## src/rtl/cpu_pkg.sv

```systemverilog
// cpu_pkg: constants and types shared across the MIPS core.
//   REG_AW     - register address width
//   NUM_REGS   - number of general-purpose registers
//   reg_addr_t - register address type
package cpu_pkg;

    localparam int REG_AW   = 5;
    localparam int NUM_REGS = 32;

    typedef logic [REG_AW-1:0] reg_addr_t;

endpackage : cpu_pkg

```

## src/rtl/sb_counter.sv

```systemverilog
// sb_counter: one saturating up/down counter of outstanding writes for a
// single register.
//   clk          - clock, rising edge
//   reset        - synchronous, active-high; clears the count
//   inc          - accepted issue targeting this register
//   dec          - retirement targeting this register
//   count        - current number of outstanding writes
//   sat          - count is at its maximum value
//   zero_dec_err - a retirement arrived while count is zero
module sb_counter #(
    parameter int W = 2
) (
    input  logic         clk,
    input  logic         reset,
    input  logic         inc,
    input  logic         dec,
    output logic [W-1:0] count,
    output logic         sat,
    output logic         zero_dec_err
);

    assign sat          = (count == {W{1'b1}});
    assign zero_dec_err = dec & (count == '0);

    // Simultaneous inc and dec cancel out. The caller only raises inc on an
    // accepted issue, but the sat guard keeps the counter from wrapping anyway.
    always_ff @(posedge clk) begin
        if (reset) begin
            count <= '0;
        end else if (inc && !dec && !sat) begin
            count <= count + 1'b1;
        end else if (dec && !inc && (count != '0)) begin
            count <= count - 1'b1;
        end
    end

endmodule : sb_counter

```

## src/rtl/reg_scoreboard.sv

```systemverilog
// reg_scoreboard: tracks outstanding writes to the 32 general-purpose
// registers so decode can detect read-after-write hazards.
//
// Optional feature macro: SCOREBOARD_BYPASS_EN. When defined, a source whose
// only outstanding write is retiring this cycle is reported not busy,
// matching the register file's write-through of WD onto RD1/RD2.
//
// Ports:
//   clk, reset               - clock; synchronous active-high reset
//   issue_valid, issue_rd    - decode issues an instruction writing issue_rd
//   issue_ready              - the issue is accepted this cycle
//   retire_valid, retire_rd  - register-file write strobe and address
//   rs_addr, rt_addr         - decode source addresses
//   rs_busy, rt_busy         - source has an uncommitted write
//   stall                    - decode must hold this cycle
//   err                      - sticky: retire seen on a zero counter
//
// Issue handshake: an issue takes effect on the rising edge where
// issue_valid and issue_ready are both high; issue_ready is combinational
// from the current counters and the same-cycle retire, and issue_valid with
// issue_ready low changes no state. Retire has no back-pressure.
module reg_scoreboard
    import cpu_pkg::*;
#(
    parameter int CNT_W = 2
) (
    input  logic      clk,
    input  logic      reset,
    input  logic      issue_valid,
    input  reg_addr_t issue_rd,
    output logic      issue_ready,
    input  logic      retire_valid,
    input  reg_addr_t retire_rd,
    input  reg_addr_t rs_addr,
    input  reg_addr_t rt_addr,
    output logic      rs_busy,
    output logic      rt_busy,
    output logic      stall,
    output logic      err
);

    logic [CNT_W-1:0] cnt     [NUM_REGS];
    logic             sat     [NUM_REGS];
    logic             zerr    [NUM_REGS];
    logic [NUM_REGS-1:0] zerr_vec;
    logic             issue_fire;
    logic             retire_same;

    // $0 has no storage: it always reads as an empty, unsaturated counter.
    assign cnt[0]      = '0;
    assign sat[0]      = 1'b0;
    assign zerr[0]     = 1'b0;
    assign zerr_vec[0] = 1'b0;

    // A retire to the same register frees a slot this cycle, so a saturated
    // counter may still take the issue (the counter then stays unchanged).
    assign retire_same = retire_valid && (retire_rd == issue_rd);
    assign issue_ready = (issue_rd == '0) || !sat[issue_rd] || retire_same;
    assign issue_fire  = issue_valid && issue_ready;

    for (genvar i = 1; i < NUM_REGS; i++) begin : g_cnt
        sb_counter #(
            .W(CNT_W)
        ) u_cnt (
            .clk         (clk),
            .reset       (reset),
            .inc         (issue_fire && (issue_rd == reg_addr_t'(i))),
            .dec         (retire_valid && (retire_rd == reg_addr_t'(i))),
            .count       (cnt[i]),
            .sat         (sat[i]),
            .zero_dec_err(zerr[i])
        );
        assign zerr_vec[i] = zerr[i];
    end

    always_comb begin
        rs_busy = (rs_addr != '0) && (cnt[rs_addr] != '0);
        rt_busy = (rt_addr != '0) && (cnt[rt_addr] != '0);
`ifdef SCOREBOARD_BYPASS_EN
        // The last outstanding write is landing now and the register file
        // forwards it, so the reader sees the new value this cycle.
        if (retire_valid && (retire_rd == rs_addr) &&
            (cnt[rs_addr] == CNT_W'(1))) begin
            rs_busy = 1'b0;
        end
        if (retire_valid && (retire_rd == rt_addr) &&
            (cnt[rt_addr] == CNT_W'(1))) begin
            rt_busy = 1'b0;
        end
`endif
    end

    assign stall = rs_busy || rt_busy || (issue_valid && !issue_ready);

    always_ff @(posedge clk) begin
        if (reset) begin
            err <= 1'b0;
        end else if (|zerr_vec) begin
            err <= 1'b1;
        end
    end

endmodule : reg_scoreboard

```

## config.mk

```make
export PLATFORM = sky130hd
export DESIGN_NAME = reg_scoreboard
export DESIGN_NICKNAME = d
export VERILOG_FILES = /design/src/rtl/cpu_pkg.sv /design/src/rtl/sb_counter.sv /design/src/rtl/reg_scoreboard.sv
export SDC_FILE = /design/constraint.sdc
export NUM_CORES = 1
export LEC_CHECK = 0
export ABC_AREA = 1
export CAP_MARGIN = 20
export CORE_MARGIN = 3
export CORE_UTILIZATION = 25
export CTS_CLUSTER_DIAMETER = 60
export DETAILED_ROUTE_END_ITERATION = 10
export GPL_TIMING_DRIVEN = 0
export SLEW_MARGIN = 25
export SYNTH_ARGS = -nofsm -noshare
export SYNTH_HDL_FRONTEND = slang
export SYNTH_SLANG_ARGS = --single-unit
export TNS_END_PERCENT = 50
```

## constraint.sdc

```tcl
create_clock -name clk -period 4.58 [get_ports clk]
set_clock_uncertainty 0.2 [all_clocks]
set_input_delay 1.145 -clock clk [delete_from_list [all_inputs] [get_ports clk]]
set_output_delay 1.145 -clock clk [all_outputs]
set_load 0.02 [all_outputs]
```

==> Word level (Yosys, flattened, before mapping) <==
Cells that the tools add are included.
{ "word_totals": {"ff_bits": 63, "input_bits": 24, "out_inout_bits": 5, "wordCells": 685} }
{ "classes": {"add_sub_neg": 62, "magnitude_cmp": 3, "n_eq_ne": 94, "muxes": 71, "bitwise": 34, "reduce_logical": 389} }
{ "op_table": {"columns": ["op", "n"], "rows": [
  ["1-bit logical AND", 191],
  ["5-bit == test, second input constant", 32],
  ["2-bit 2-to-1 mux", 66],
  ["2-bit nonzero test", 64],
  ["1-bit logical NOT", 95],
  ["5-bit by 4-bit == test with 1-bit output, second input constant", 16],
  ["2-bit by 1-bit adder with 2-bit output, second input constant", 31],
  ["2-bit == test, second input constant", 31],
  ["2-bit logical NOT", 31],
  ["2-bit by 1-bit subtractor with 2-bit output, second input constant", 31],
  ["5-bit by 3-bit == test with 1-bit output, second input constant", 8],
  ["1-bit bitwise AND", 31],
  ["31-bit OR reduction", 1],
  ["2-bit binary-select mux with 5-bit select", 2],
  ["5-bit by 2-bit == test with 1-bit output, second input constant", 4],
  ["6-bit greater-or-equal comparator, second input constant", 3],
  ["5-bit inverter with 6-bit output", 3],
  ["5-bit by 1-bit == test with 1-bit output, second input constant", 2],
  ["5-bit nonzero test", 2],
  ["1-bit binary-select mux with 5-bit select", 1],
  ["5-bit == test", 1],
  ["5-bit logical NOT", 1],
  ["1-bit logical OR", 4],
  ["1-bit 2-to-1 mux", 2]
]} }

==> Longest topological paths before layout <==
Gate-level depths: netlist (run 1).
{ "depth": {"ltp_word": 14, "depth_mapped": 17, "depth_no_buf": 15} }

==> Modules after synthesis <==
A second synthesis (run 1) with hierarchy kept.
{ "unflattened": {"cells_unflattened": 1121, "area_unflattened_um2": 5968.2} }
{ "by_module_without_submodules": {"columns": ["module", "instances", "cells_per_inst", "area_each_um2", "seq_area_each_um2"], "rows": [
  ["sb_counter", 31, 21, 126.4, 40.0],
  ["reg_scoreboard", 1, 470, 2050.7, 20.0]
]} }

==> Worst setup path after synthesis (run 1) <==
OpenSTA, ideal clock, no wires.
{ "synth_timing": {"kind": "in2out", "startpoint": "input rt_addr[1]", "endpoint": "output stall", "arrival_ps": 2305, "required_ps": 3235, "slack_ps": 930, "stages": 9, "path_buffers": 2, "cell_sequence": "clkbuf_1 > clkbuf_1 > a21oi_1 > o21ai_0 > o21ai_0 > nand2_1 > nand3_1 > nand2_1 > nand4_1"} }
{ "synth_via": {"elab_chain_len": 8, "elab_cells_between_ends": 9, "cone_classes": "mux (3); bitwise (1); reduce/logical (5)"} }
{ "synth_lines": {"columns": ["item", "line", "rtl"], "rows": [
  ["start, declared", "reg_scoreboard.sv:35", "input reg_addr_t rt_addr,"],
  ["5-bit inverter with 6-bit output (not written as such)", "reg_scoreboard.sv:78", "rt_busy = (rt_addr != '0) && (cnt[rt_addr] != '0);"],
  ["2-bit binary-select mux with 5-bit select", "reg_scoreboard.sv:78", null],
  ["2-bit 2-to-1 mux (not written as such) (2 in a row)", "reg_scoreboard.sv:78", null],
  ["2-bit nonzero test", "reg_scoreboard.sv:78", null],
  ["1-bit logical AND (*)", "reg_scoreboard.sv:78", null],
  ["1-bit logical OR (*) (2 in a row)", "reg_scoreboard.sv:93", "assign stall = rs_busy || rt_busy || (issue_valid && !issue_ready);"],
  ["end, declared", "reg_scoreboard.sv:38", "output logic stall,"]
]} }
Every way passes the cells marked *; elsewhere a longest branch is shown, timed or not. The select of a mux whose other input is x is not followed.

==> Final worst setup path (run 1) <==
{ "layout_timing": {"startpoint": "input rs_addr[1]", "endpoint": "output stall"} }
{ "layout_via": {"elab_chain_len": 8, "elab_cells_between_ends": 9, "cone_classes": "mux (3); bitwise (1); reduce/logical (5)"} }
{ "layout_lines": {"columns": ["item", "line", "rtl"], "rows": [
  ["start, declared", "reg_scoreboard.sv:34", "input reg_addr_t rs_addr,"],
  ["5-bit inverter with 6-bit output (not written as such)", "reg_scoreboard.sv:77", "rs_busy = (rs_addr != '0) && (cnt[rs_addr] != '0);"],
  ["2-bit binary-select mux with 5-bit select", "reg_scoreboard.sv:77", null],
  ["2-bit 2-to-1 mux (not written as such) (2 in a row)", "reg_scoreboard.sv:77", null],
  ["2-bit nonzero test", "reg_scoreboard.sv:77", null],
  ["1-bit logical AND (*)", "reg_scoreboard.sv:77", null],
  ["1-bit logical OR (*) (2 in a row)", "reg_scoreboard.sv:93", null]
]} }
Marks and branches as above.

==> summary.md, run 1 <==
| Metric | Value |
|---|---|
| Pwr dens | 236 mW/mm^2 |
| Synth Instances | 958 |
| RSZ-0062 raised after global routing | no |
| DIE WIDTH | 157 um |
| Antenna Violating Nets Remaining | 0 |
| Clk sinks | 63 |
| FF+latch count, synth | 63 |
| Total congestion overflow | 0 |
| Most frequent cells in the layout | nand2_1, nor2_1, inv_1 |
| Initial Utilization | 25.8% |
| Layout cells sized above 1 | 13.6% |
| Clk slew on worst S/H paths | 0.05 ns |
| Simple-gate share of the synthesized area | 52.5% |
| Worst Setup Start Kind | input port |
| Register area | 0.00126 mm^2 |
| Die Y | 157 um |
| Post-route setup TNS | 0 ns |
| Synth Area in XOR/XNOR | 0.153% |
| YS warnings | 0 |
| Worst hold path type | reg -> reg |
| Critical Path Fanout Max | 6 |
| Post-synthesis mux area share | 0% |
| I/O pin total | 29 |
| Combinational family with the most area after synthesis | simple AND/OR/NAND/NOR gates |
| WHS | 0.274 ns |
| Status | complete, no violations |
| CTS H-tree depth | 3 |
| Mapped Nets | 982 |
| Peak VDD IR | 140 uV |
| Number of global-route vias before repair | 6063 |
| Sequential-to-total area share from yosys stat | 22.1% |
| Pins Over Slew Limit | 0 |
| Final hold violation count | 0 |
| Sw frac | 30.9% |
| Final min period | 4.44 ns |
| Cts hold-fix bufs | 0 |
| Max clock buf depth | 2 |
| Crit path capture type | output port |
| Switching pwr | 482 uW |
| Max Fclk | 225 MHz |
| Via density | 5.10 |
| Arr. time, crit path | 3.09 ns |
| Fin worst setup slack | 0.145 ns |
| Area delta synth->final | 15.7% |
| # Post-CTS Setup Buffers | 0 |
| Tot GR Track Use | 17.4% |
| DPL Wire Length | 16800 um |
| Area occupied by multi-input gates | 0.00379 mm^2 |
| DP Worst Slack | -0.310 ns |
| Mapped cell area | 0.00571 mm^2 |
| Total wire length | 21300 um |
| Final net count | 1016 |
| Routability cong. | 1.00 |
| DR iter-0 viols | 671 |
| Reg2reg setup slack | 2.43 ns |
| First-pass DRT Iterations | 5 |
| Compound-Gate Fraction of Synth Area | 13.4% |
| Vias | 6518 |
| Clock Tree Root | clkbuf_16 |
| Layout fillers | 2427 |
| Post-Syn Area per Cell | 5.96 um^2 |
| Clk network pwr share | 44.9% |
| Worst Tran Pin Value | 0.832 ns |
| Int Pwr | 1.08 mW |
| Slew headroom | 44.5% |
| Avg WL per Cell | 16.7 um |
| Inserted Clock Buffers | 9 |
| Max cap viols | 0 |
| Clk_lat worst skew | 0.35 ns |
| TritonCTS clock tree | done |
| Largest net degree at the start of global routing | 11 |
| Pleak | 2.64 nW |
| Period Utilization, post-route | 96.8% |
| DRC errors left | 0 |
| Core area | 0.0221 mm^2 |
| Part of the power in registers | 35.6% |
| Die ar. | 0.0247 mm^2 |
| Post-Synth Adder-Cell Area | 0% |
| Power share of the combinational group | 19.4% |
| Num rows | 54 |
| I/O Buffers | 23 |
| Final setup violating endpoints | 0 |
| First-pass GRT wire length | 33200 um |
| WP data required | 3.23 ns |
| Kind of critical path | in -> out |
| Commonest non-fill, non-tap cell in the layout | nand2_1 |
| Netlist cell types | 33 |
| Initial antenna violation count | 0 |
| # diodes | 0 |
[sequential cells by signal (all words and copies together) (netlist names)]
register,count
err,1
g_cnt.u_cnt.count,62
[layout make-up]
type	count	share of cell area [%]
clock inverter	4	0.682
inverter	129	7.37
buffer	30	2.99
timing repair buffer	23	3.39
tap	280	5.31
clock buffer	12	3.73
multi-input combinational	736	57.4
sequential	63	19.1
[critical path: stages]
cell             delay, ns
clkdlybuf4s50_1       0.55
inv_1                 0.12
nand2_2               0.14
inv_1                 0.10
a22oi_1               0.17
o2111ai_1             0.12
o311ai_0              0.12
nand3b_1              0.13
nand2_1               0.12
nand4_1               0.11
clkdlybuf4s15_2       0.27
[path summary, 6_finish.rpt]
kind / endpoint / start / cells after the start
worst max register to register: g_cnt[27].u_cnt.count[0] / g_cnt[28].u_cnt.count[0] / 14
worst min-delay path: g_cnt[14].u_cnt.count[1] / g_cnt[14].u_cnt.count[1] / 2
worst max-delay path: stall / rs_addr[1] / 11
worst min register to register: g_cnt[14].u_cnt.count[1] / g_cnt[14].u_cnt.count[1] / 2
[cell usage after synthesis]
cell type | n | share of area (%)
buf_6 | 9 | 1.8
buf_1 | 2 | 0.13
or2_2 | 6 | 0.66
a21boi_0 | 1 | 0.13
nor2_1 | 151 | 9.9
a211o_1 | 1 | 0.15
o311ai_0 | 3 | 0.46
nor4_1 | 1 | 0.11
clkinv_1 | 1 | 0.066
inv_4 | 1 | 0.11
nor2_4 | 3 | 0.59
xnor2_1 | 1 | 0.15
inv_2 | 4 | 0.26
inv_1 | 123 | 8.1
nand3_1 | 55 | 4.8
a31oi_1 | 2 | 0.22
o21ai_0 | 23 | 2.0
nand4_2 | 22 | 4.8
nand2_4 | 1 | 0.20
nor3_1 | 12 | 1.1
a22oi_1 | 4 | 0.53
o2111ai_1 | 4 | 0.61
a21oi_1 | 82 | 7.2
dfxtp_1 | 63 | 22
nand3b_1 | 1 | 0.13
clkbuf_1 | 12 | 0.79
nand3_2 | 57 | 10
nand2_8 | 2 | 0.70
o22ai_1 | 14 | 1.5
buf_2 | 7 | 0.61
nand2_1 | 270 | 18
nand4_1 | 16 | 1.8
o211ai_1 | 4 | 0.53
[stage by stage]
step | power [mW] | cell area, um^2 | cells | util, %
2_1_floorplan | 0.756 | 5710 | 958 | -
3_3_place_gp | 0.865 | 6290 | 1261 | 28.5
3_5_place_dp | 0.864 | 6290 | 1261 | 28.5
4_1_cts | 1.56 | 6590 | 1277 | 29.8
5_1_grt | 1.62 | 6600 | 1277 | 29.9
6_report | 1.56 | 6600 | 1277 | 29.9
[cell families after synthesis]
| logic type | Yosys count |
|---|---|
| xor gates and xnor gates | 1 |
| and+or+nand+nor | 597 |
| buffers and inverters | 159 |
| AOI/OAI and AO/OA | 138 |
| DFF | 63 |
[power groups by stage]
stage | combinational [mW] | clock (mW) | sequential, mW
global placement | 0.298 | 0 | 0.567
global route | 0.325 | 0.737 | 0.556
detailed placement | 0.297 | 0 | 0.567
CTS | 0.298 | 0.708 | 0.555
finish | 0.303 | 0.701 | 0.555
floorplan | 0.188 | 0 | 0.568
[per-layer routing]
layer / part of all wire (%) / vias up / track usage, %
li1: - / 3198 / -
met4: 5.0 / 0 / 8.68
met2: 44 / 281 / 27.4
met3: 8.2 / 60 / 3.85
met5: 0 / - / 0
met1: 43 / 2979 / 22.4
[what timing repair did]
| action | CTS | global route |
|---|---|---|
| cloned | 0 | 0 |
| gates resized for setup | 16 | 7 |
| endpoints found under the setup margin | 4 | 3 |
Note: power is estimated with default switching activity, not from simulation.
==> run 2: changes to the inputs <==
Settings changed: CORE_MARGIN 3 to 4.
Clock period 4.58 ns to 3.7 ns, I/O delays scaled along.
==> summary.md, run 2 (same netlist as run 1, synthesis figures left out) <==
| Metric | Value |
|---|---|
| Status | complete, no violations |
| Number of global-route vias before repair | 5993 |
| Largest net degree at the start of global routing | 12 |
| Finished Cell Area | 0.00671 mm^2 |
| Crit-path cells | clkdlybuf4s50_1, o22ai_1, a21oi_1, nand4_1, buf_4, nand2_8, buf_6, buf_2 |
| WP data required | 2.57 ns |
| CTS H-tree depth | 3 |
| First-pass DRT Iterations | 8 |
| DR iter-0 viols | 654 |
| DIE WIDTH | 159 um |
| Final setup violating endpoints | 0 |
| Arr. time, crit path | 2.55 ns |
| Period Utilization, post-route | 99.2% |
| Most frequent cells in the layout | nand2_1, nor2_1, inv_1 |
| Routability cong. | 0.972 |
| DPL Wire Length | 17100 um |
| Pwr dens | 305 mW/mm^2 |
| Pins Over Slew Limit | 0 |
| Final hold violation count | 0 |
| Pleak | 2.70 nW |
| Total congestion overflow | 0 |
| Final min period | 3.67 ns |
| Avg WL per Cell | 16.9 um |
| Layout cells sized above 1 | 15.2% |
| Clk slew on worst S/H paths | 0.06 ns |
| Slowest CP cell | clkdlybuf4s50_1 |
| Area delta synth->final | 17.6% |
| Via density | 5.03 |
| Core area | 0.0226 mm^2 |
| Layout fillers | 2532 |
| Worst Setup Start Kind | input port |
| Slew headroom | 46.2% |
| Crit path capture type | output port |
| Worst hold path type | reg -> reg |
| Critical Path Fanout Max | 10 |
| I/O Buffers | 23 |
| Top Registers | g_cnt.u_cnt.count (62), err (1) |
| Max clock buf depth | 2 |
| Peak VDD IR | 194 uV |
| First-pass GRT wire length | 33700 um |
| Critical path's top delay family | buffers and inverters |
| Initial antenna violation count | 0 |
| Num rows | 55 |
| TritonCTS clock tree | done |
| I/O pin total | 29 |
| Final net count | 1020 |
| Die ar. | 0.0253 mm^2 |
| Worst Tran Pin Value | 0.807 ns |
| Antenna Violating Nets Remaining | 0 |
| Kind of critical path | in -> out |
| RSZ-0062 raised after global routing | yes |
| Commonest non-fill, non-tap cell in the layout | nand2_1 |
| Clk_lat worst skew | 0.35 ns |
| Total wire length | 21700 um |
| Max FFs per register | 62 |
| WHS | 0.277 ns |
| Die Y | 159 um |
| Max Fclk | 272 MHz |
| Largest reg by FF count | g_cnt.u_cnt.count |
| Inserted Clock Buffers | 9 |
| Initial Utilization | 25.3% |
| # diodes | 0 |
| Final Util | 29.7% |
| Clock Tree Root | clkbuf_16 |
| Vias | 6464 |
| Post-DP Area | 0.00629 mm^2 |
| Tot GR Track Use | 16.7% |
| Clk sinks | 63 |
| Buffers & Inverters on Critical Path | 4 |
| Max cap viols | 0 |
| Critical Path Max Stage Delay | 0.61 ns |
| DRC errors left | 0 |
==> run 2: layout make-up <==
type | count | area [um^2] | area share, %
multi-input cells | 736 | 3820 | 57.0
flip-flops and latches | 63 | 1260 | 18.8
inverters | 129 | 487 | 7.25
well taps | 285 | 357 | 5.32
clock buffers | 11 | 253 | 3.77
repair buffers | 27 | 248 | 3.69
plain buffers | 30 | 199 | 2.97
clock inverters | 5 | 80.1 | 1.19
==> run 2: worst paths after layout <==
kind | from | to | slack, ns | cells past startpoint
min reg2reg | g_cnt[3].u_cnt.count[1] | g_cnt[3].u_cnt.count[1] | 0.28 | 2
max reg2reg | g_cnt[28].u_cnt.count[0] | g_cnt[15].u_cnt.count[0] | 1.57 | 14
min | g_cnt[3].u_cnt.count[1] | g_cnt[3].u_cnt.count[1] | 0.28 | 2
max | retire_rd[0] | issue_ready | 0.03 | 8
==> run 2: repair_timing <==
item                                    in CTS  in global routing
hold buffers                                 0                  0
pin swaps                                    2                  4
endpoints found under the setup margin       4                  4
gates cloned                                 1                  0
gates resized for setup                     39                 18
setup buffers                                2                  1
==> run 2: stage by stage <==
step / setup TNS (ns) / worst slack [ns] / power [mW] / std cells
after global routing: -0.00249 / -0.00249 / 2.11 / 1286
after CTS: 0 / 0.00333 / 2.05 / 1285
after detailed placement: -2.56 / -0.767 / 1.07 / 1266
after floorplan: 0 / 0.490 / 0.936 / 958
after global placement: -2.65 / -0.796 / 1.07 / 1266
final: 0 / 0.0294 / 2.05 / 1286
==> run 2: worst reg2reg max path, stage by stage, from the launching register on <==
cell     delay, ns
dfxtp_1       0.35
nand2_1       0.15
nand2_1       0.10
nand2_1       0.05
nor2_1        0.09
nor2_1        0.04
nor2_1        0.14
nand3_2       0.11
nand2_4       0.12
nand2_8       0.10
buf_6         0.18
nand3_2       0.09
nand3_2       0.08
a21oi_1       0.15
nor2_1        0.06
==> run 2: report_power, final <==
part / switching (mW) / internal (mW)
combinational: 0.269 / 0.116
clock: 0.350 / 0.626
sequential: 0.00338 / 0.684
total: 0.623 / 1.42
==> run 2: routing by layer <==
| metal | up-vias | GRT usage [%] | routed length (um) |
|---|---|---|---|
| met4 | 0 | 7.10 | 772 |
| met1 | 2937 | 22.1 | 9120 |
| met5 | - | 0 | 0 |
| li1 | 3196 | - | - |
| met2 | 296 | 26.8 | 9820 |
| met3 | 35 | 2.95 | 1970 |
==> run 3: changes to the inputs <==
Settings changed: ABC_AREA 1 to unset, ABC_CLOCK_PERIOD_IN_PS set to 3700.
==> summary.md, run 3 <==
| Metric | Value |
|---|---|
| Hold depth | 2 |
| Max cap viols | 0 |
| Final setup violating endpoints | 2 |
| Area delta synth->final | 22.8% |
| Crit path capture type | output port |
| Status | finished, violations left |
| Max FFs per register | 62 |
| I/O pin total | 29 |
| WHS | 0.332 ns |
| Reg2reg setup slack | 0.60 ns |
| DIE WIDTH | 158 um |
| FF+latch count, synth | 63 |
| First-pass DRT Iterations | 8 |
| Post-Syn Area per Cell | 7.98 um^2 |
| Initial antenna violation count | 0 |
| Number of global-route vias before repair | 5468 |
| Top Registers | g_cnt.u_cnt.count (62), err (1) |
| # diodes | 0 |
| Clk slew on worst S/H paths | 0.05 ns |
| Final min period | 3.96 ns |
| Clock Tree Root | clkbuf_16 |
| Avg WL per Cell | 21.1 um |
| Mapped Nets | 731 |
| Post-route setup TNS | -0.507 ns |
| Synth Instances | 707 |
| WP data required | 2.57 ns |
| Die Y | 158 um |
| Pins Over Slew Limit | 0 |
| Count leader, synth | nor2_1 |
| CP startpoint | issue_rd[0] |
| Die ar. | 0.0250 mm^2 |
| Period Utilization, post-route | 107% |
| Post-synth top area share | 22.4% |
| Failing checks | negative setup slack |
| Antenna Violating Nets Remaining | 0 |
| RSZ-0062 raised after global routing | yes |
| Worst hold path type | reg -> reg |
| I/O Buffers | 16 |
| Pleak | 2.01 nW |
| Tot GR Track Use | 17.5% |
| Mapped cell area | 0.00564 mm^2 |
| Critical Path Fanout Max | 5 |
| DPL Wire Length | 16500 um |
| HP Start | g_cnt[4].u_cnt.count[1] |
| Final hold violation count | 0 |
| Arr. time, crit path | 2.83 ns |
| Max clock buf depth | 2 |
| Via density | 5.82 |
| Peak VDD IR | 173 uV |
| Commonest non-fill, non-tap cell in the layout | nor2_1 |
| Post-DP Area | 0.00619 mm^2 |
| Netlist cell types | 58 |
| Fraction of registers with async set/reset | 0% |
| Vias | 6125 |
| Largest net degree at the start of global routing | 11 |
| Clk sinks | 63 |
| Slew headroom | 45.1% |
| Worst Tran Pin Value | 0.823 ns |
| R2r endpoint | g_cnt[18].u_cnt.count[0] |
| Synth area leaders | dfxtp_1, mux4_2, nor2_1 |
| Largest reg by FF count | g_cnt.u_cnt.count |
| Area leader, netlist | dfxtp_1 |
| Worst Setup Start Kind | input port |
| Post-synth EDFFs | 0 |
| Initial Utilization | 25.6% |
| First-pass GRT wire length | 32900 um |
| Top FF cell, synth | dfxtp_1 |
| Total wire length | 22200 um |
| Clk_lat worst skew | 0.36 ns |
| Max Fclk | 253 MHz |
| Most frequent cells after synthesis | nor2_1, nand2_1, dfxtp_1 |
| DRC errors left | 0 |
| TritonCTS clock tree | done |
| Finished Cell Area | 0.00693 mm^2 |
| Critical R2R Launch | g_cnt[16].u_cnt.count[0] |
| Core area | 0.0220 mm^2 |
| YS warnings | 0 |
| Inserted Clock Buffers | 9 |
| Worst Hold Path EP | g_cnt[4].u_cnt.count[1] |
| DR iter-0 viols | 702 |
| Num rows | 54 |
| Sequential-to-total area share from yosys stat | 22.4% |
| Fin worst setup slack | -0.257 ns |
| Most frequent cells in the layout | nor2_1, nand2_1, dfxtp_1 |
| Reg2reg path depth | 9 |
| Routability cong. | 1.01 |
| CTS H-tree depth | 3 |
| Layout cells sized above 1 | 21.4% |
| Total power | 1.99 mW |
| Final net count | 791 |
| Pwr dens | 287 mW/mm^2 |
| Total congestion overflow | 0 |
| Kind of critical path | in -> out |
run 3: changes by cell type in the layout (fill, tap and decap cells not counted), sizes merged, moves of 18 or more:
| cell | before | now |
|---|---|---|
| mux4 | 0 | 18 |
| xnor2 | 1 | 20 |
| a21oi | 82 | 59 |
| nand3 | 112 | 20 |
| nand4 | 38 | 3 |
| a221oi | 0 | 19 |
| inv | 128 | 15 |
| nand2b | 0 | 36 |
| buf | 24 | 61 |
| nor2b | 0 | 32 |
| nor2 | 154 | 93 |
| o21ai | 23 | 41 |
| nand2 | 273 | 72 |
| a2111oi | 0 | 26 |
run 3: how the worst max path moves through the flow:
stage / end / slack, ns / depth (start not counted)
4_1_cts: stall / -0.32 / 12
3_3_place_gp: stall / -1.99 / 11
3_5_place_dp: stall / -1.91 / 11
2_1_floorplan: stall / -0.18 / 9
5_1_grt: stall / -0.29 / 13
6_report: stall / -0.26 / 11
run 3: critical path, stage by stage:
cell      delay (ns)
buf_8           0.11
buf_8           0.13
and2_4          0.16
a31o_1          0.20
a311oi_2        0.33
nor4_4          0.09
buf_6           0.15
a21oi_4         0.16
nor2b_4         0.08
or3_4           0.36
buf_6           0.14
run 3: kinds of logic after synthesis:
kind of cell	after synthesis	share of synthesized area, %
flops	63	22.4
xor+xnor	24	3.73
compound gates	219	31.4
buf+inv	58	5.21
simple gates	311	27.6
mux	32	9.67
run 3: final cells by class:
type,count,area [um^2]
Multi-Input combinational cell,586,4220
Clock inverter,3,40.0
Clock buffer,13,270
Timing Repair Buffer,51,417
Fill cell,2306,15100
Inverter,15,56.3
Tap cell,280,350
Sequential cell,63,1260
Buffer,41,310
run 3: power by group:
part | internal, mW | switching (mW) | leakage (nW)
clock network | 0.574 | 0.340 | 0.156
registers | 0.684 | 0.00738 | 0.508
logic | 0.151 | 0.235 | 1.35
total | 1.41 | 0.582 | 2.01
run 3: through the flow:
stage / utilization, % / instances / setup slack, ns
after floorplan: - / 707 / -0.185
after global placement: 28.1 / 1003 / -1.99
after detailed placement: 28.1 / 1003 / -1.91
after CTS: 30.6 / 1035 / -0.319
after global routing: 31.5 / 1052 / -0.291
final: 31.5 / 1052 / -0.257
run 3: repair_timing:
| action | in CTS | in global routing |
|---|---|---|
| hold endpoints to repair | 0 | 0 |
| gates cloned | 2 | 0 |
| pin swaps | 11 | 17 |
| gates resized for setup | 73 | 31 |
| endpoints found under the setup margin | 59 | 6 |
| hold buffers | 0 | 0 |
| buffers inserted | 14 | 19 |
run 3: layer usage:
layer / up-vias / track usage [%] / share of wire [%]
li1: 2785 / - / -
met3: 80 / 5.28 / 11
met1: 2868 / 23.6 / 42
met2: 392 / 26.3 / 43
met5: - / 0 / 0
met4: 0 / 6.54 / 4.4
